File: src/rtl/conv_seq_pkg.sv
// Shared state encoding, array/feature-map geometry and address helpers for the conv sequencer.
package conv_seq_pkg;

    localparam int unsigned ARR      = 8;
    localparam int unsigned IN_W     = 6;
    localparam int unsigned KS       = 3;
    localparam int unsigned OUT_W    = IN_W - KS + 1;
    localparam int unsigned LOAD_GAP = 8;
    localparam int unsigned W_AW     = 7;
    localparam int unsigned A_AW     = 7;
    localparam int unsigned O_AW     = 9;
    localparam int unsigned CNT_W    = 4;

    localparam logic [CNT_W-1:0] J_LAST   = CNT_W'(ARR - 1);
    localparam logic [CNT_W-1:0] GAP_LAST = CNT_W'(LOAD_GAP - 1);
    localparam logic [CNT_W-1:0] PIX_LAST = CNT_W'(OUT_W * OUT_W - 1);
    localparam logic [CNT_W-1:0] K_LAST   = CNT_W'(KS * KS - 1);

    typedef enum logic [2:0] {
        IDLE,
        WLOAD,
        WGAP,
        ACT,
        DRAIN_RD,
        DRAIN_WR,
        DONE
    } state_t;

    // Input pixel feeding output pixel pix under kernel tap k.
    function automatic int unsigned act_index(input int unsigned pix, input int unsigned k);
        return (pix / OUT_W + k / KS) * IN_W + (pix % OUT_W + k % KS);
    endfunction

endpackage

File: src/rtl/conv_seq_ctrl_addr.sv
// Combinational weight/activation address generator from kernel position, weight row and pixel.
module conv_addr_gen
    import conv_seq_pkg::*;
(
    input  logic [CNT_W-1:0] k,
    input  logic [CNT_W-1:0] j,
    input  logic [CNT_W-1:0] pix,
    output logic [W_AW-1:0]  w_addr,
    output logic [A_AW-1:0]  act_addr
);

    assign w_addr   = W_AW'(32'(k) * ARR + 32'(j));
    assign act_addr = A_AW'(act_index(32'(pix), 32'(k)));

endmodule

File: src/rtl/conv_seq_ctrl.sv
// Control sequencer for one 3x3 convolution on the 8x8 systolic core.
// Optional cycle counter on seq_cycles enabled by defining SEQ_PERF_CNT_EN.
module conv_seq_ctrl
    import conv_seq_pkg::*;
(
    input  logic            clk,
    input  logic            reset,
    input  logic            seq_begin,
    output logic            seq_done,
    output logic            busy,
    output logic            w_cen,
    output logic            w_wen,
    output logic [W_AW-1:0] w_addr,
    output logic            act_cen,
    output logic            act_wen,
    output logic [A_AW-1:0] act_addr,
    output logic            op_cen,
    output logic            op_wen,
    output logic [O_AW-1:0] op_addr,
    output logic            arr_wload,
    output logic            arr_act_vld,
    input  logic            ofifo_valid,
    output logic            ofifo_rd,
    output logic            acc_first,
    output logic [15:0]     seq_cycles
);

    state_t           state, state_n;
    logic [CNT_W-1:0] k, k_n, cnt, cnt_n, pix, pix_n;
    logic [W_AW-1:0]  w_addr_g;
    logic [A_AW-1:0]  act_addr_g;

    conv_addr_gen u_addr (
        .k        (k),
        .j        (cnt),
        .pix      (pix),
        .w_addr   (w_addr_g),
        .act_addr (act_addr_g)
    );

    assign w_wen   = 1'b1;
    assign act_wen = 1'b1;

    always_comb begin
        state_n   = state;
        k_n       = k;
        cnt_n     = cnt;
        pix_n     = pix;
        seq_done  = 1'b0;
        busy      = (state != IDLE);
        w_cen     = 1'b1;
        w_addr    = '0;
        act_cen   = 1'b1;
        act_addr  = '0;
        op_cen    = 1'b1;
        op_wen    = 1'b1;
        op_addr   = '0;
        ofifo_rd  = 1'b0;
        acc_first = 1'b0;
        case (state)
            IDLE: begin
                if (seq_begin) begin
                    state_n = WLOAD;
                    k_n     = '0;
                    cnt_n   = '0;
                    pix_n   = '0;
                end
            end
            WLOAD: begin
                w_cen  = 1'b0;
                w_addr = w_addr_g;
                if (cnt == J_LAST) begin
                    cnt_n   = '0;
                    state_n = WGAP;
                end else begin
                    cnt_n = cnt + 1'b1;
                end
            end
            WGAP: begin
                if (cnt == GAP_LAST) begin
                    cnt_n   = '0;
                    pix_n   = '0;
                    state_n = ACT;
                end else begin
                    cnt_n = cnt + 1'b1;
                end
            end
            ACT: begin
                act_cen  = 1'b0;
                act_addr = act_addr_g;
                if (pix == PIX_LAST) begin
                    pix_n   = '0;
                    state_n = DRAIN_RD;
                end else begin
                    pix_n = pix + 1'b1;
                end
            end
            DRAIN_RD: begin
                acc_first = (k == '0);
                op_addr   = O_AW'(pix);
                if (ofifo_valid) begin
                    ofifo_rd = 1'b1;
                    op_cen   = 1'b0;
                    state_n  = DRAIN_WR;
                end
            end
            DRAIN_WR: begin
                acc_first = (k == '0);
                op_addr   = O_AW'(pix);
                op_cen    = 1'b0;
                op_wen    = 1'b0;
                if (pix != PIX_LAST) begin
                    pix_n   = pix + 1'b1;
                    state_n = DRAIN_RD;
                end else if (k != K_LAST) begin
                    k_n     = k + 1'b1;
                    pix_n   = '0;
                    cnt_n   = '0;
                    state_n = WLOAD;
                end else begin
                    state_n = DONE;
                end
            end
            DONE: begin
                seq_done = 1'b1;
                k_n      = '0;
                cnt_n    = '0;
                pix_n    = '0;
                state_n  = IDLE;
            end
            default: state_n = IDLE;
        endcase
    end

    // Array valids trail the SRAM enables by the one-cycle read latency.
    always_ff @(posedge clk) begin
        if (!reset) begin
            state       <= IDLE;
            k           <= '0;
            cnt         <= '0;
            pix         <= '0;
            arr_wload   <= 1'b0;
            arr_act_vld <= 1'b0;
        end else begin
            state       <= state_n;
            k           <= k_n;
            cnt         <= cnt_n;
            pix         <= pix_n;
            arr_wload   <= ~w_cen;
            arr_act_vld <= ~act_cen;
        end
    end

`ifdef SEQ_PERF_CNT_EN
    logic [15:0] perf;

    always_ff @(posedge clk) begin
        if (!reset) begin
            perf <= '0;
        end else if (state == IDLE && seq_begin) begin
            perf <= '0;
        end else if (state != IDLE && perf != '1) begin
            perf <= perf + 16'd1;
        end
    end

    assign seq_cycles = perf;
`else
    assign seq_cycles = '0;
`endif

endmodule
File: config.mk
export PLATFORM = sky130hd
export DESIGN_NAME = conv_seq_ctrl
export DESIGN_NICKNAME = d
export VERILOG_FILES = /design/src/rtl/conv_seq_pkg.sv /design/src/rtl/conv_seq_ctrl_addr.sv /design/src/rtl/conv_seq_ctrl.sv
export SDC_FILE = /design/constraint.sdc
export NUM_CORES = 1
export LEC_CHECK = 0
export CAP_MARGIN = 20
export CORE_ASPECT_RATIO = 0.5
export CORE_MARGIN = 3
export CORE_UTILIZATION = 51
export DETAILED_ROUTE_END_ITERATION = 12
export PLACE_DENSITY = 0.88
export SKIP_CTS_REPAIR_TIMING = 1
export SLEW_MARGIN = 20
export SYNTH_ARGS = -nofsm -noshare
export SYNTH_HDL_FRONTEND = slang
export SYNTH_SLANG_ARGS = --single-unit
File: constraint.sdc
create_clock -name clk -period 8.35 [get_ports clk]
set_clock_uncertainty 0.15 [all_clocks]
set_input_delay 1.2525 -clock clk [delete_from_list [all_inputs] [get_ports clk]]
set_output_delay 1.2525 -clock clk [all_outputs]
set_load 0.05 [all_outputs]
==> metrics.md <==
| Metric | Value |
|---|---|
| Routability cong. | 0.8879 |
| R2R setup slack | roughly 6.0 ns |
| Grt ovf | 0 |
| Dpl hpwl | ~3800 microns |
| CP Capture Point | act_addr[6] |
| Setup CP Type | flop to primary output |
| Hold crit path type | flop to flop |
| Critical Path Start Type | flop |
| Hold slack | around 0.35 ns |
| Synth unique cells | 55 |
| Vias per cell | 5.429 |
| Die W | slightly above 100 microns |
| Leak | between 0.001 and 0.0015 uW |
| H-tree Lvls | 1 |
| Seq/Total Area, Yosys | 14.84% |
| WP data arrival | approximately 6.4 ns |
| Final hold violation count | 0 |
| Most area-consuming cells after synthesis | dfxtp_1, ha_1, buf_4, and2_1, xnor2_1 |
| FILL cells | about 330 |
| Worst r2r src | pix[0] |
| GRT Util Overall | between 10% and 20% |
| DRT Wirelength | 4814 microns |
| Antenna viol nets, final | 0 |
| Synth area leader | dfxtp_1 |
| RSZ-0062 raised after global routing | false |
| Worst-Margin Slew | ~0.60 ns |
| Crit. End Element | primary output |
| Die area | approximately 5400 sq um |
| Diodes inserted | 0 |
| Yosys top cell area share | ~15% |
| Area growth from synthesis to layout | 11.18% |
| Starting Density | approximately 56% |
| Die Ht | 53.42 microns |
| PD cells | approximately 150 nW/um^2 |
| Capturing point of the worst reg2reg path | k[2] |
| Syn Inst Count | between 200 and 300 |
| Count leader, synth | ha_1 |
| Outcome | finished clean |
| IO Count | 55 |
| Final period utilization | 93.12% |
| Layout net count | ~340 |
| Worst EP required | about 7.0 ns |
| Share of flip-flops with an asynchronous set or reset | 0% |
| Top_reg_cell synth | dfxtp_1 |
| Vias in the first global route | about 1,900 |
| R2R cell count | 7 |
| Count of final setup violators | 0 |
| TritonCTS clock tree | built |
| # DRC | 0 |
| FF+latch area | roughly 340 sq um |
| Post-synthesis register bit count | 17 |
| Core area | 4104 sq um |
| Synth top cells by count | ha_1, buf_4, nor2_1 |
| # Max-Cap Violations | 0 |
| Cell area after synthesis | around 2300 sq um |
| Worst vdd ir | 164.4 uV |
| Max FO, Critical Path | 13 |
| Clock transition at the registers of the reported paths | 0.07 ns |
| Setup tns final | 0 ns |
| DRT iter0 DRCs | 86 |
| DR vias | 1,960 |
| Pre-Repair DR Iteration Count | 4 |
| Worst Setup SP | k[2] |
| Clock Sinks | 17 |
| Port Buffers | 31 |
| Period minus WS final | a little under 8 ns |
| Number of synthesized flops with an enable pin | 0 |
| Fmax achieved | around 130 MHz |
| Post-detailed-route wirelength per cell | 13.34 microns |
| Max Slew Vio Count | 0 |
| Num CTS Buffers | 3 |
| Avg Cell Area, Syn | 7.991 sq um |
| Clk_lat worst skew | 0.25 ns |
| Multi-input logic area | 1700 sq um |
| Row count | 16 |
| Slew HR | 60.16% |
| Yosys warns | 0 |
| Max Root-Sink Buffers | 2 |
| Root Buffer | clkbuf_8 |
| Share of layout cells above drive strength 1 | around 5.2% |
| Antenna violations before repair | 0 |
| Pin count of the biggest net entering global routing | 20 |
| First-pass GRT wire length | ~8300 microns |
-- state kept, by name, summed over array words and instances, names as in the netlist --
signal / flops
arr_act_vld: 1
arr_wload: 1
cnt: 4
k: 4
pix: 4
state: 3
-- worst min path at each step --
stage / from / depth (start not counted) / end
CTS: cnt[1] / 1 / cnt[1]
finish: cnt[1] / 1 / cnt[1]
detailed placement: cnt[1] / 1 / cnt[1]
floorplan: pix[1] / 2 / pix[1]
global route: cnt[1] / 1 / cnt[1]
global placement: pix[1] / 2 / pix[1]
-- critical path, cell delays in order (launching register included) --
cell,delay (ns)
dfxtp_1,0.59
inv_1,0.13
nor2_1,0.25
ha_1,0.31
nand2b_1,0.08
a41o_1,0.38
xnor2_1,0.23
ha_1,0.26
nor3b_1,0.24
a22o_2,0.24
inv_1,0.10
ha_1,0.22
fa_1,0.38
xnor2_1,0.28
inv_1,0.14
fa_1,0.55
inv_1,0.04
ha_1,0.29
ha_1,0.34
a21oi_1,0.23
o21ai_0,0.16
nand3_1,0.10
nor3b_2,0.14
dlymetal6s2s_1,0.43
-- cells by family (layout without fill, tap and decap cells) --
kind of cell | count (synthesis) | in the layout | synth area share (%)
multiplexers | 5 | 5 | 2.728
flip-flops | 17 | 17 | 14.84
adder cells (fa/ha/maj) | 31 | 31 | 18.22
AO/OA/AOI/OAI | 56 | 56 | 17.84
XOR/XNOR | 17 | 17 | 7.092
other | 2 | 23 | 0.3275
AND/OR/NAND/NOR | 102 | 102 | 24.50
buffers and inverters | 57 | 56 | 14.46
-- placed cells by master, fill, tap and decap left out, drive strengths merged, types with 2 or more instances in the layout --
master	instances
a22o	2
nor3	4
a31oi	4
mux2i	5
nand3	10
nor2	22
nand3b	2
clkbuf	4
and2	17
or3b	2
a21oi	14
a21boi	6
a21o	6
dlymetal6s2s	3
o21a	2
dfxtp	17
nand4	2
nand2b	9
xnor2	11
ha	27
inv	21
xor2	5
clkdlybuf4s50	28
nand2	15
conb	23
nor2b	5
and3b	2
nor3b	8
fa	4
o21ai	13
-- layout make-up --
| type | count | share of cell area (%) |
|---|---|---|
| clock buffer | 4 | 1.766 |
| inverter | 21 | 3.091 |
| sequential | 17 | 13.35 |
| timing repair buffer | 31 | 12.46 |
| tap | 54 | 2.650 |
| multi-input combinational | 234 | 66.68 |
-- per-layer routing --
layer	track usage [%]	vias up	part of all wire, %
li1	-	959	-
met1	23.89	903	44
met2	34.75	90	48
met3	1.316	8	6.1
met4	5.369	0	1.1
met5	0	-	0
-- metrics by stage --
step,total power [uW],util [%],worst slack [ns],std cells,area (sq um)
CTS,369.3,61.95,0.2060,361,2542
detailed placement,307.2,60.85,0.5012,357,2497
finish,370.5,62.13,0.5748,361,2550
floorplan,276.4,-,1.457,308,2372
global route,392.6,62.13,0.1334,361,2550
global placement,302.2,60.85,0.8567,357,2497
-- power breakdown --
| part | internal, uW | switching, uW |
|---|---|---|
| Combinational | 62.4 | 129 |
| Clock | 33.9 | 28.7 |
| Sequential | 91.8 | 25.1 |
| Total | 188 | 182 |
Power figures use the tool's default switching activity.
